`config.mk`:
```
export PLATFORM = sky130hd
export DESIGN_NAME = vga_timing_gen_flat
export DESIGN_NICKNAME = d
export VERILOG_FILES = /design/src/rtl/vga_timing_if.sv /design/src/rtl/vga_timing_gen.sv /design/src/flat_wrapper.sv
export SDC_FILE = /design/constraint.sdc
export NUM_CORES = 1
export LEC_CHECK = 0
export CORE_ASPECT_RATIO = 0.8
export CORE_UTILIZATION = 53
export DETAILED_ROUTE_END_ITERATION = 7
export PLACE_DENSITY = 0.79
export SETUP_SLACK_MARGIN = 0.2
export SLEW_MARGIN = 20
export SYNTH_ARGS = -nofsm -noshare
export SYNTH_HDL_FRONTEND = slang
export SYNTH_SLANG_ARGS = --single-unit
```
`constraint.sdc`:
```
create_clock -name in_clock -period 2.51 [get_ports in_clock]
set_clock_uncertainty 0.05 [all_clocks]
set_input_delay 0.502 -clock in_clock [delete_from_list [all_inputs] [get_ports in_clock]]
set_output_delay 0.502 -clock in_clock [all_outputs]
set_load 0.01 [all_outputs]
```
`src/rtl/vga_timing_if.sv`:
```
// vga_timing_if: pixel strobe in, sync/blank/coordinate/event outputs of vga_timing_gen.
interface vga_timing_if #(
    parameter int XW = 10,
    parameter int YW = 10
);
    logic          in_strobe;
    logic          out_hsync;
    logic          out_vsync;
    logic          out_blank;
    logic          out_active;
    logic [XW-1:0] out_x;
    logic [YW-1:0] out_y;
    logic          out_line_end;
    logic          out_frame_end;
    logic          out_anim;
    logic [7:0]    out_frame;
    modport master (
        input  in_strobe,
        output out_hsync, out_vsync, out_blank, out_active, out_x, out_y,
        output out_line_end, out_frame_end, out_anim, out_frame
    );
    modport slave (
        output in_strobe,
        input  out_hsync, out_vsync, out_blank, out_active, out_x, out_y,
        input  out_line_end, out_frame_end, out_anim, out_frame
    );
endinterface

```
`src/rtl/vga_timing_gen.sv`:
```
// vga_timing_gen: strobe-driven VGA raster counters with registered sync/blank levels and event pulses.
module vga_timing_gen #(
    parameter int H_ACTIVE = 640,
    parameter int H_FP     = 16,
    parameter int H_SYNC   = 96,
    parameter int H_BP     = 48,
    parameter int V_ACTIVE = 480,
    parameter int V_FP     = 10,
    parameter int V_SYNC   = 2,
    parameter int V_BP     = 33,
    parameter bit HS_POL   = 1'b0,
    parameter bit VS_POL   = 1'b0,
    parameter int PIPE_DLY = 0,
    localparam int H_TOTAL = H_ACTIVE + H_FP + H_SYNC + H_BP,
    localparam int V_TOTAL = V_ACTIVE + V_FP + V_SYNC + V_BP,
    localparam int XW      = $clog2(H_TOTAL),
    localparam int YW      = $clog2(V_TOTAL)
) (
    input logic          in_clock,
    input logic          in_reset,
    vga_timing_if.master bus
);
    localparam logic [2:0] LVL_RST = {~HS_POL, ~VS_POL, 1'b0};
    logic [XW-1:0] h_q, h_d, x_q;
    logic [YW-1:0] v_q, v_d, y_q;
    logic [7:0]    frame_q;
    logic          le_q, fe_q, anim_q, h_last, v_last;
    logic [2:0]    lvl_d;
    // {hsync, vsync, active}; stage 0 is the plain registered decode, extra stages add delay
    logic [2:0]    pipe_q [PIPE_DLY+1];
    always_comb begin
        h_last = h_q == XW'(H_TOTAL - 1);
        v_last = v_q == YW'(V_TOTAL - 1);
        h_d    = h_last ? '0 : h_q + XW'(1);
        v_d    = h_last ? (v_last ? '0 : v_q + YW'(1)) : v_q;
        lvl_d  = {(h_q >= XW'(H_ACTIVE + H_FP) && h_q < XW'(H_ACTIVE + H_FP + H_SYNC)) ? HS_POL : ~HS_POL,
                  (v_q >= YW'(V_ACTIVE + V_FP) && v_q < YW'(V_ACTIVE + V_FP + V_SYNC)) ? VS_POL : ~VS_POL,
                  h_q < XW'(H_ACTIVE) && v_q < YW'(V_ACTIVE)};
    end
    always_ff @(posedge in_clock or posedge in_reset) begin
        if (in_reset) begin
            h_q     <= '0;
            v_q     <= '0;
            x_q     <= '0;
            y_q     <= '0;
            frame_q <= '0;
            le_q    <= 1'b0;
            fe_q    <= 1'b0;
            anim_q  <= 1'b0;
            for (int i = 0; i <= PIPE_DLY; i++) pipe_q[i] <= LVL_RST;
        end else begin
            le_q   <= bus.in_strobe && h_last;
            fe_q   <= bus.in_strobe && h_last && v_last;
            anim_q <= bus.in_strobe && h_last && v_q == YW'(V_ACTIVE - 1);
            if (bus.in_strobe) begin
                h_q       <= h_d;
                v_q       <= v_d;
                x_q       <= h_q;
                y_q       <= v_q;
                frame_q   <= (h_last && v_last) ? frame_q + 8'd1 : frame_q;
                pipe_q[0] <= lvl_d;
                for (int i = 1; i <= PIPE_DLY; i++) pipe_q[i] <= pipe_q[i-1];
            end
        end
    end
    assign bus.out_hsync     = pipe_q[PIPE_DLY][2];
    assign bus.out_vsync     = pipe_q[PIPE_DLY][1];
    assign bus.out_active    = pipe_q[PIPE_DLY][0];
    assign bus.out_blank     = ~pipe_q[PIPE_DLY][0];
    assign bus.out_x         = x_q;
    assign bus.out_y         = y_q;
    assign bus.out_line_end  = le_q;
    assign bus.out_frame_end = fe_q;
    assign bus.out_anim      = anim_q;
    assign bus.out_frame     = frame_q;
endmodule

```
`src/flat_wrapper.sv`:
```
// flat-port wrapper written by rule: the top's interface ports become plain ports
module vga_timing_gen_flat 
#(
    parameter int H_ACTIVE = 640,
    parameter int H_FP     = 16,
    parameter int H_SYNC   = 96,
    parameter int H_BP     = 48,
    parameter int V_ACTIVE = 480,
    parameter int V_FP     = 10,
    parameter int V_SYNC   = 2,
    parameter int V_BP     = 33,
    parameter bit HS_POL   = 1'b0,
    parameter bit VS_POL   = 1'b0,
    parameter int PIPE_DLY = 0,
    localparam int H_TOTAL = H_ACTIVE + H_FP + H_SYNC + H_BP,
    localparam int V_TOTAL = V_ACTIVE + V_FP + V_SYNC + V_BP,
    localparam int XW      = $clog2(H_TOTAL),
    localparam int YW      = $clog2(V_TOTAL)
)
  (in_clock, in_reset, bus_in_strobe, bus_out_hsync, bus_out_vsync, bus_out_blank, bus_out_active, bus_out_x, bus_out_y, bus_out_line_end, bus_out_frame_end, bus_out_anim, bus_out_frame);
  vga_timing_if #(.XW(10), .YW(10)) bus_i ();
  input logic in_clock;
  input logic in_reset;
  input wire logic [$bits(bus_i.in_strobe)-1:0] bus_in_strobe;
  output wire logic [$bits(bus_i.out_hsync)-1:0] bus_out_hsync;
  output wire logic [$bits(bus_i.out_vsync)-1:0] bus_out_vsync;
  output wire logic [$bits(bus_i.out_blank)-1:0] bus_out_blank;
  output wire logic [$bits(bus_i.out_active)-1:0] bus_out_active;
  output wire logic [$bits(bus_i.out_x)-1:0] bus_out_x;
  output wire logic [$bits(bus_i.out_y)-1:0] bus_out_y;
  output wire logic [$bits(bus_i.out_line_end)-1:0] bus_out_line_end;
  output wire logic [$bits(bus_i.out_frame_end)-1:0] bus_out_frame_end;
  output wire logic [$bits(bus_i.out_anim)-1:0] bus_out_anim;
  output wire logic [$bits(bus_i.out_frame)-1:0] bus_out_frame;
  assign bus_i.in_strobe = bus_in_strobe;
  assign bus_out_hsync = bus_i.out_hsync;
  assign bus_out_vsync = bus_i.out_vsync;
  assign bus_out_blank = bus_i.out_blank;
  assign bus_out_active = bus_i.out_active;
  assign bus_out_x = bus_i.out_x;
  assign bus_out_y = bus_i.out_y;
  assign bus_out_line_end = bus_i.out_line_end;
  assign bus_out_frame_end = bus_i.out_frame_end;
  assign bus_out_anim = bus_i.out_anim;
  assign bus_out_frame = bus_i.out_frame;
  vga_timing_gen #(.H_ACTIVE(H_ACTIVE), .H_FP(H_FP), .H_SYNC(H_SYNC), .H_BP(H_BP), .V_ACTIVE(V_ACTIVE), .V_FP(V_FP), .V_SYNC(V_SYNC), .V_BP(V_BP), .HS_POL(HS_POL), .VS_POL(VS_POL), .PIPE_DLY(PIPE_DLY)) u_core (.in_clock(in_clock), .in_reset(in_reset), .bus(bus_i));
endmodule
```
==> results.yml, run 1 <==
status:
  status: "completed"
cts:
  worstSkewPairLatency_ps: 310
  cts-buffers-inserted: 5
  cts_tree: "yes"
  clock_path_buffers: 2
  cts.sinks: 54
  htree_levels: 2
  clkTransAtPathRegs_ps: 90
  root_buffer: "clkbuf_8"
power:
  p_sw_share_pct: 27.4
  leakage_nw: 1.32
  p_clk_share_pct: 27.1
  max-vdd-ir-drop_mv: 0.532
  power_frac_comb_pct: 16.3
  power_frac_seq_pct: 56.7
  power_density_nw_per_um2: 617
  switchingPower_mw: 0.501
  p_int_mw: 1.33
floorplan:
  start_util_pct: 56.5
  die_height_um: 62.4
  coreArea_um2: 4280
  die_w_um: 77.5
  io_pins: 38
  die_area_um2: 4840
  rows: 21
layout:
  fin_util_pct: 69.3
  nNetsFinal: 259
  drive_above_1_share_pct: 17.1
  antenna_cells: 0
  nFillCells: 321
  multi_input_area_um2: 958
  seq_area_um2: 1350
  syn_to_final_growth_pct: 22.7
synth:
  synth_fp_nets: 217
  synth_edf_count: 0
  ys_seq_area_share_pct: 56.0
  yosys_warnings: 0
  netlist.area_leader.share_pct: 53.8
  synth_cell_type_count: 36
  post_synth.cell_area_avg_um2: 11.6
  yosys.area.top_type: "dfrtp_1"
  async_flop_share_pct: 100
  synth.ff_latch_count: 54
  netlist_area_um2: 2420
  ys_top_cells_by_area: "dfrtp_1 54%, mux2_2 8.8%, xnor2_1 3.6%"
  synth.most_common_cell: "dfrtp_1"
  netlist_top_cells_count: "52 x dfrtp_1, 19 x mux2_2, 12 x nand3_1, 12 x nand4_1, 11 x nand2_1"
  synth_cells: 209
  ys.flop_type: "dfrtp_1"
routing:
  drt-initial-drc-count: 117
  drc: 0
  dr.pass1.iters: 4
  avgRoutedWirePerCell_um: 15.4
  drt_wl_total_um: 4760
  via_count: 1774
  viasPerCell: 5.74
  final_antenna_net_count: 0
worst_setup_path:
  cp_top_family: "simple AND/OR/NAND/NOR gates"
  cp.required_ps: 2650
  cp_num_buf_inv: 1
  path_depth: 6
  r2r_cells: 6
  worst_path_max_delay_cell: "or3_4"
  slowest_delay_ps: 450
  arrival_ps: 2380
  worst-setup-path-type: "flip-flop to flip-flop"
  worstSetupEndpointType: "flip-flop"
  crit_chain: "ha_1 -> nand4b_1 -> or3_4 -> buf_4 -> o41ai_1 -> a21oi_1"
  crit_fanout: 9
  worstSetupStartpointType: "flip-flop"
place:
  post-dp-hpwl_um: 3290
  gp_congestion: 0.891
  io_buffers: 37
sta:
  period_minus_slack_ps: 2240
  finalCritPeriodShare_pct: 89.4
  worstMarginPinSlew_ps: 499
  rsz0062_at_grt: "no"
  hold_violations: 0
  finalMaxSlewViolations: 0
  final-setup-viol-count: 0
  fmax_mhz: 445
  fin_setup_tns_ps: 0
  slew_headroom_pct: 66.7
global_routing:
  grt_pass1_wl_um: 8350
  grt-ovfl-total: 0
  antenna_found_initial: 0
  grt_pass1_vias: 1739
  grt_max_degree: 35
  grtUsageTotal_pct: 22.6
worst_hold_path:
  holdCritPathClass: "flip-flop to flip-flop"
  hold_depth: 1
job:
  drv_cap: 0
[worst reg2reg max path, stage by stage (launching register included)]
cell and delay [ps]:
dfrtp_1 410, ha_1 280, nand4b_1 290, or3_4 450, buf_4 180, o41ai_1 360, a21oi_1 100
[final timing paths]
check	from	end	slack [ps]
hold reg to reg	u_core.bus.out_frame[7]	u_core.bus.out_frame[7]	430
max in group asynchronous	in_reset	u_core.v_q[5]	1380
setup reg to reg	u_core.h_q[1]	u_core.v_q[9]	270
hold / removal	u_core.bus.out_frame[7]	u_core.bus.out_frame[7]	430
min in group asynchronous	in_reset	u_core.bus.out_x[6]	490
setup / recovery	u_core.h_q[1]	u_core.v_q[9]	270
[kinds of logic (layout without fill, tap and decap cells)]
family	count (synthesis)	count (layout)	share of synthesized area [%]
simple gates	72	72	16.6
flops	54	54	56.0
buf+inv	22	65	4.40
xor+xnor	20	20	7.55
mux	20	20	9.31
compound gates	16	16	3.62
fa+ha+maj	5	5	2.59
[final cells by class]
class	instances	share of cell area [%]
clock buffers	7	2.91
clock inverters	1	0.169
inverters	11	1.39
well taps	57	2.40
repair buffers	46	15.2
flip-flops and latches	54	45.6
multi-input cells	133	32.3
[cells in the final DEF, fill, tap and decap left out, types with 9 or more instances in the layout]
master           netlist  routed
clkdlybuf4s50_1        0      37
dfrtp_1               52      52
inv_1                 10       9
mux2_2                19      19
nand2_1               11      11
nand3_1               12      12
nand4_1               12      12
nor2_1                10      10
nor3_1                 9       9
xnor2_1               10      10
xor2_1                 9       9
[flip-flops by register name, summed over array words and instances, names as in the netlist]
register	cells
u_core.bus.out_line_end	1
u_core.bus.out_y	10
u_core.bus.out_frame	8
u_core.bus.out_frame_end	1
u_core.bus.out_anim	1
u_core.h_q	10
u_core.bus.out_x	10
u_core.pipe_q	3
u_core.v_q	10
[timing repair]
action / in CTS / in global routing
hold buffers: 0 / 0
setup endpoints to repair: 0 / 2
resized for setup: 0 / 0
buffers inserted: 0 / 2
[through the flow]
stage | area [um^2] | setup WS, ps | hold slack [ps] | total power, mW | cells
after detailed placement | 2860 | 74.4 | 412 | 1.35 | 299
after CTS | 2950 | 275 | 424 | 1.84 | 307
after global routing | 2970 | 191 | 465 | 1.93 | 309
after global placement | 2860 | 130 | 410 | 1.34 | 299
final | 2970 | 265 | 426 | 1.83 | 309
after floorplan | 2420 | 282 | 441 | 1.24 | 209
[metal layers]
| layer | track usage, % | wire length, um |
|---|---|---|
| met1 | 33.1 | 2300 |
| met2 | 32.6 | 2130 |
| met3 | 4.38 | 234 |
| met4 | 10.4 | 107 |
| met5 | 0 | 0 |
[power by group through the flow]
stage | clock network (mW) | registers, mW | logic, mW
floorplan | 0 | 1.05 | 0.191
finish | 0.496 | 1.04 | 0.298
global placement | 0 | 1.05 | 0.287
global route | 0.548 | 1.06 | 0.330
detailed placement | 0 | 1.05 | 0.298
CTS | 0.505 | 1.04 | 0.300
No activity file was read; power rests on OpenSTA's default activity.
==> run 2, diff against run 1 <==
Settings changed: CAP_MARGIN set to 20.
==> results of run 2 <==
The final DEF is identical to that of run 1; final timing and power are the same.
